==> config.mk <==
export PLATFORM = sky130hd
export DESIGN_NAME = normalizer
export DESIGN_NICKNAME = d
export VERILOG_FILES = /design/src/rtl/normalizer.sv
export SDC_FILE = /design/constraint.sdc
export NUM_CORES = 1
export LEC_CHECK = 0
export CORE_ASPECT_RATIO = 0.8
export CORE_MARGIN = 2
export CORE_UTILIZATION = 57
export DETAILED_ROUTE_END_ITERATION = 7
export MAX_ROUTING_LAYER = met4
export PLACE_DENSITY = 0.95
export SLEW_MARGIN = 25
export SYNTH_ARGS = -nofsm -noshare
export SYNTH_HDL_FRONTEND = slang
export SYNTH_SLANG_ARGS = --single-unit
==> constraint.sdc <==
create_clock -name clk_i -period 8.2 [get_ports clk_i]
set_input_delay 0.82 -clock clk_i [delete_from_list [all_inputs] [get_ports clk_i]]
set_output_delay 0.82 -clock clk_i [all_outputs]
set_load 0.005 [all_outputs]
==> src/rtl/normalizer.sv <==
// Post-add normalize/round stage: iterative one-bit-per-clock normalization,
// round-to-nearest-even, and IEEE-754 binary32 packing with inf/NaN flags.
module normalizer (
  input  logic        clk_i,
  input  logic        rst_i,
  input  logic        data_valid_i,
  input  logic        sign_i,
  input  logic [7:0]  exp_i,
  input  logic [27:0] mant_i,
  input  logic        infinity_i,
  input  logic        nan_i,
  output logic [31:0] z_o,
  output logic        z_infinity_o,
  output logic        z_nan_o,
  output logic        data_valid_o,
  output logic        busy_o
);

  localparam logic [1:0] ST_IDLE    = 2'd0;
  localparam logic [1:0] ST_NORM    = 2'd1;
  localparam logic [1:0] ST_ROUND   = 2'd2;
  localparam logic [1:0] ST_SPECIAL = 2'd3;

  logic [1:0]  state_reg, state_next;
  logic        sign_reg, sign_next;
  logic [8:0]  exp_reg, exp_next;
  logic [27:0] mant_reg, mant_next;
  logic        inf_reg, inf_next;
  logic        nan_reg, nan_next;
  logic [31:0] z_reg, z_next;
  logic        z_inf_reg, z_inf_next;
  logic        z_nan_reg, z_nan_next;
  logic        dv_reg, dv_next;
  logic        busy_reg, busy_next;

  // Rounding datapath; a carry out of the 24-bit significand renormalizes by one.
  logic        round_inc;
  logic [24:0] round_sum;
  logic [23:0] m24;
  logic [8:0]  exp_rnd;

  assign round_inc = mant_reg[2] & (mant_reg[1] | mant_reg[0] | mant_reg[3]);
  assign round_sum = {1'b0, mant_reg[26:3]} + {24'd0, round_inc};
  assign m24       = round_sum[24] ? round_sum[24:1] : round_sum[23:0];
  assign exp_rnd   = exp_reg + {8'd0, round_sum[24]};

  always_comb begin
    state_next = state_reg;
    sign_next  = sign_reg;
    exp_next   = exp_reg;
    mant_next  = mant_reg;
    inf_next   = inf_reg;
    nan_next   = nan_reg;
    z_next     = z_reg;
    z_inf_next = z_inf_reg;
    z_nan_next = z_nan_reg;
    dv_next    = 1'b0;
    busy_next  = busy_reg;

    case (state_reg)
      ST_IDLE: begin
        if (data_valid_i) begin
          sign_next = sign_i;
          // A zero exponent carries the same scale as exponent 1 (subnormal).
          exp_next  = (exp_i == 8'd0) ? 9'd1 : {1'b0, exp_i};
          mant_next = mant_i;
          inf_next  = infinity_i;
          nan_next  = nan_i;
          busy_next = 1'b1;
          if (nan_i || infinity_i || (mant_i == 28'd0))
            state_next = ST_SPECIAL;
          else
            state_next = ST_NORM;
        end
      end

      ST_NORM: begin
        if (mant_reg[27]) begin
          mant_next  = {1'b0, mant_reg[27:2], mant_reg[1] | mant_reg[0]};
          exp_next   = exp_reg + 9'd1;
          state_next = ST_ROUND;
        end else if (!mant_reg[26] && (exp_reg > 9'd1)) begin
          mant_next = {mant_reg[26:0], 1'b0};
          exp_next  = exp_reg - 9'd1;
        end else begin
          state_next = ST_ROUND;
        end
      end

      ST_ROUND: begin
        if (exp_rnd >= 9'd255) begin
          z_next     = {sign_reg, 8'hFF, 23'd0};
          z_inf_next = 1'b1;
        end else begin
          // A clear hidden bit means the value stayed subnormal.
          z_next     = {sign_reg, (m24[23] ? exp_rnd[7:0] : 8'd0), m24[22:0]};
          z_inf_next = 1'b0;
        end
        z_nan_next = 1'b0;
        dv_next    = 1'b1;
        busy_next  = 1'b0;
        state_next = ST_IDLE;
      end

      default: begin
        if (nan_reg) begin
          z_next     = 32'h7FC0_0000;
          z_nan_next = 1'b1;
          z_inf_next = 1'b0;
        end else if (inf_reg) begin
          z_next     = {sign_reg, 8'hFF, 23'd0};
          z_nan_next = 1'b0;
          z_inf_next = 1'b1;
        end else begin
          z_next     = {sign_reg, 31'd0};
          z_nan_next = 1'b0;
          z_inf_next = 1'b0;
        end
        dv_next    = 1'b1;
        busy_next  = 1'b0;
        state_next = ST_IDLE;
      end
    endcase
  end

  always_ff @(posedge clk_i) begin
    if (rst_i) begin
      state_reg <= ST_IDLE;
      sign_reg  <= 1'b0;
      exp_reg   <= 9'd0;
      mant_reg  <= 28'd0;
      inf_reg   <= 1'b0;
      nan_reg   <= 1'b0;
      z_reg     <= 32'd0;
      z_inf_reg <= 1'b0;
      z_nan_reg <= 1'b0;
      dv_reg    <= 1'b0;
      busy_reg  <= 1'b0;
    end else begin
      state_reg <= state_next;
      sign_reg  <= sign_next;
      exp_reg   <= exp_next;
      mant_reg  <= mant_next;
      inf_reg   <= inf_next;
      nan_reg   <= nan_next;
      z_reg     <= z_next;
      z_inf_reg <= z_inf_next;
      z_nan_reg <= z_nan_next;
      dv_reg    <= dv_next;
      busy_reg  <= busy_next;
    end
  end

  assign z_o          = z_reg;
  assign z_infinity_o = z_inf_reg;
  assign z_nan_o      = z_nan_reg;
  assign data_valid_o = dv_reg;
  assign busy_o       = busy_reg;

endmodule

==> Word-level counts from Yosys, hierarchy flattened <==
Index checks and enable logic that the tools add are counted.
{ "classes": {"eq_ne": 5, "n_reduce_logical": 14, "order_cmp": 2, "bitwise": 4, "mux": 29, "n_addsub": 4} }
{ "op_table": {"columns": ["cell", "count"], "rows": [
  ["28-bit 2-to-1 mux", 3],
  ["32-bit case mux with 2 select lines", 1],
  ["31-bit 2-to-1 mux", 2],
  ["28-bit case mux with 2 select lines", 1],
  ["32-bit 2-to-1 mux", 1],
  ["28-bit logical NOT", 1],
  ["9-bit 2-to-1 mux", 3],
  ["24-bit by 1-bit adder with 25-bit output", 1],
  ["24-bit 2-to-1 mux", 1],
  ["9-bit case mux with 2 select lines", 1],
  ["8-bit 2-to-1 mux", 2],
  ["9-bit by 1-bit adder with 9-bit output", 1],
  ["9-bit by 1-bit adder with 9-bit output (second input constant)", 1],
  ["9-bit by 8-bit greater-or-equal comparator with 1-bit output (second input constant)", 1],
  ["9-bit by 1-bit greater-than comparator with 1-bit output (second input constant)", 1],
  ["9-bit by 1-bit subtractor with 9-bit output (second input constant)", 1],
  ["8-bit logical NOT", 1],
  ["2-bit 2-to-1 mux", 4],
  ["2-bit AND reduction", 4],
  ["1-bit 2-to-1 mux", 6],
  ["3-bit != test (second input constant)", 2],
  ["1-bit case mux with 2 select lines", 3],
  ["2-bit case mux with 2 select lines", 1],
  ["3-bit AND reduction", 1],
  ["12 further kinds", 14]
]} }
{ "word_totals": {"ff_bits": 78, "in_bits": 42} }

==> Longest topological paths before layout <==
{ "depth": {"ltp_word": 8, "depth_mapped": 15, "depth_no_buf": 12} }

==> Worst setup path after synthesis <==
No wires, ideal clock.
{ "synth_path": {"path_kind": "register -> register", "startpoint": "register mant_reg[3]", "endpoint": "register z_reg[25] (netlist: z_o[25])", "path_buffers": 2, "path_stages_with_launch": 14, "t_arrival_ns": 3.662, "slack_ns": 4.389, "period_less_slack_ns": 3.811, "required_ns": 8.050, "setup_ns": 0.150, "path_cell_list": "dfxtp_1 -> and2_1 -> ha_1 -> nand4_1 -> or3_1 -> clkbuf_1 -> nor2_1 -> clkbuf_1 -> ha_1 -> ha_1 -> nand4_1 -> mux2_2 -> a311oi_1 -> o22ai_1"} }
{ "synth_between": {"elab_chain_len": 7} }
{ "synth_rtl": {"columns": ["item", "line", "text"], "rows": [
  ["start: declaration", "27", "logic [27:0] mant_reg, mant_next;"],
  ["start signal: assignment", "143", "mant_reg <= mant_next;"],
  ["1-bit bitwise OR", "42", "assign round_inc = mant_reg[2] & (mant_reg[1] | mant_reg[0] | mant_reg[3]);"],
  ["1-bit AND", "42", null],
  ["24-bit by 1-bit adder with 25-bit output *", "43", "assign round_sum = {1'b0, mant_reg[26:3]} + {24'd0, round_inc};"],
  ["9-bit by 1-bit adder with 9-bit output or 24-bit 2-to-1 mux (tied branches)", "45, 44", null],
  ["9-bit by 8-bit greater-or-equal comparator with 1-bit output or 8-bit 2-to-1 mux (tied branches)", "91, 96", null],
  ["31-bit 2-to-1 mux *", "91", "if (exp_rnd >= 9'd255) begin"],
  ["32-bit case mux with 2 select lines *", "60", "case (state_reg)"],
  ["end signal: assignment", "146", "z_reg <= z_next;"],
  ["end: declaration", "30", "logic [31:0] z_reg, z_next;"]
]} }
Every way passes the cells marked *; elsewhere a longest branch is shown, timed or not.
A chain may end at the register's enable or synchronous reset.

==> Final worst setup path <==
{ "layout_path": {"startpoint": "register mant_reg[3]", "endpoint": "register z_reg[6] (netlist: z_o[6])"} }
{ "layout_between": {"elab_chain_len": 7} }
{ "layout_rtl": {"columns": ["item", "line", "text"], "rows": [
  ["1-bit bitwise OR", "42", null],
  ["1-bit AND", "42", null],
  ["24-bit by 1-bit adder with 25-bit output *", "43", null],
  ["9-bit by 1-bit adder with 9-bit output", "45", "assign exp_rnd = exp_reg + {8'd0, round_sum[24]};"],
  ["9-bit by 8-bit greater-or-equal comparator with 1-bit output", "91", null],
  ["31-bit 2-to-1 mux *", "91", null],
  ["32-bit case mux with 2 select lines *", "60", null]
]} }
Marks and branches as above.

==> metrics <==
period utilisation layout 0.5423; Power Dens Cells 244.8 nW/um^2; Avg WL per Cell 17.44 um; most common cell after layout, fill and taps aside nand2_1; synth unique cells 54; # H-tree levels 3; fraction of layout cells with a size suffix above 1 0.05329; Via Count 4827; number of flops mapped to enable cells by yosys 0; post-route insts no fill 743; io pins 78; crit start category flip-flop; setup violators final 0; Post-Syn Instances 583; Post-synth ARST share 0; Worst Hold Class reg -> reg; worst path cell trace and2_1, ha_1, nand4_1, or3_1, nor2_2, ha_1, ha_1, xor2_1, nand3_1, o21ai_0, a211o_1, o21ai_0; worst IR drop on VDD 142.3 uV; Initial DRT Pass Iterations 6; # resized after CTS 0; largest net degree at the start of global routing 42; CP endpoint kind flip-flop; final hold viol count 0; clk buf depth 2; Top delay family on crit path simple AND/OR/NAND/NOR gates; Die ar. 8492 um^2; Crit Path Max Fanout 23; total CTS buffers 9; CTS tree done; most used flip-flop cell after synthesis dfxtp_1; RSZ-0062 raised after global routing no; most used cell, CP ha_1; fin. max-slew vios 0; Max Freq 0.2249 GHz; synthesized cell area 4427 um^2; number of global-route vias before repair 4343; core box area 7462 um^2; P_leak 1.793 nW; syn_area_per_cell 7.593 um^2; CP Class reg -> reg; Post-Syn Nets 631; GR Overflow Total 0; # clock sinks 78; I/O Buffers 77; clock slew at reported path FFs 0.09 ns; CP max stage delay 0.64 ns; worst skew pair latency 0.37 ns; Largest register FFs 32; Tot Pwr 0.001320 W; #FFs+latches synth 78; Total GRT Usage 0.3174; final period demand of the worst path 4.446 ns; initial antenna violation count 0; Syn. warnings 0; pre-CTS WS 3.514 ns; Worst Skew 0.008131 ns; CP Buf/Inv Count 0; row cnt 28; Ant. Diodes 0; chip width 102.5 um; Final Wtd Congestion 0.9961; slew at the pin closest to its max-slew limit 1.015 ns; antenna-violating nets left 0; # DRC 0; Die Y 82.82 um; slowest CP cell a211o_1; first-pass GRT wire length 21090 um; layout overhead on the synthesized area 21.88%; DR vias/cell 6.497; sequential-to-total area share from yosys stat 0.3527; Placed Instances 727; max cap viols 0; setup_tns 0 ns; Initial Util 0.5932; post-route setup slack 3.754 ns; HPWL Detailed 9205 um; Post-Route WL 12960 um; Post-CTS Setup Repair Bufs 0; outcome finished clean; commonest non-fill, non-tap cells in the layout nand2_1, dfxtp_1, clkdlybuf4s50_1, o21ai_0, a21oi_1; Max-Slew Margin vs Limit 0.3191; Post-CTS Hold Buffers 0; starting DRC count in detailed routing 754; Post-DP Area 5213 um^2; post-route cell area 5395 um^2; Critical Path RT 8.41 ns; CP arrival 4.66 ns; root buf cell clkbuf_8; final net count 681
==> synthesized netlist by cell type (4+ instances only) <==
library cell,instances,area (um^2)
a211oi_1,4,30.03
a21oi_1,33,165.2
a31oi_1,8,50.05
and3_1,5,31.28
and4_1,6,52.55
buf_2,5,25.02
clkbuf_1,36,135.1
dfxtp_1,78,1562
ha_1,6,75.07
inv_1,22,82.58
mux2i_1,7,70.07
nand2_1,82,307.8
nand3_1,15,75.07
nand4_1,9,56.30
nor2_1,29,108.9
nor3_1,18,90.09
nor4_1,13,81.33
o21ai_0,65,325.3
o21bai_1,10,75.07
o221ai_1,11,96.34
o22ai_1,6,37.54
o31ai_1,31,232.7
o32ai_1,7,61.31
or3_1,7,43.79
xnor2_1,16,140.1
xor2_1,5,43.79
==> layout make-up <==
class	count	area [um^2]
Clock inverter	7	56.30
Multi-Input combinational cell	438	2613
Inverter	23	86.33
Timing Repair Buffer	83	823.3
Tap cell	105	131.4
Sequential cell	78	1562
Clock buffer	9	123.9
Fill cell	587	2067
==> final timing paths <==
path,cells after the start,slack (ns),endpoint,from
max,12,3.75,z_o[6],mant_reg[3]
min,2,0.46,z_o[11],z_o[11]
max reg2reg,12,3.75,z_o[6],mant_reg[3]
min reg2reg,2,0.46,z_o[11],z_o[11]
==> per-layer routing <==
| metal | up-vias | share of wire | track usage |
|---|---|---|---|
| li1 | 2260 | - | - |
| met1 | 2211 | 0.43 | 0.4450 |
| met2 | 321 | 0.45 | 0.4635 |
| met3 | 35 | 0.10 | 0.06566 |
| met4 | 0 | 0.020 | 0.08970 |
| met5 | - | 0 | - |
==> report_power, final <==
part	internal, W	switching, W	total [W]
Clock	0.000114	0.000160	0.000273
Combinational	0.000193	0.000297	0.000491
Sequential	0.000447	0.000110	0.000556
==> worst reg2reg max path, delay by kind of cell, from the launching register on <==
kind / cells / cell delay (ns)
DFF: 1 / 0.45
adders and majority gates: 3 / 0.77
xor gates and xnor gates: 1 / 0.21
and+or+nand+nor: 5 / 1.62
AOI/OAI and AO/OA: 3 / 1.25
==> metrics by stage <==
stage	utilization	hold WS [ns]
after floorplan	-	0.4472
after global routing	0.7230	0.4880
after global placement	0.6965	0.4350
after CTS	0.7227	0.4635
final	0.7230	0.4620
after detailed placement	0.6985	0.4427
==> cell families (layout without fill, tap and decap cells) <==
kind of cell | count (synthesis) | count (layout) | synth area share
AOI/OAI and AO/OA | 198 | 198 | 0.2860
xor gates and xnor gates | 21 | 21 | 0.04155
adders and majority gates | 6 | 6 | 0.01696
buffers and inverters | 67 | 122 | 0.05822
DFF | 78 | 78 | 0.3527
muxes | 8 | 8 | 0.01837
and+or+nand+nor | 205 | 205 | 0.2261
(Power assumes the default switching activity.)
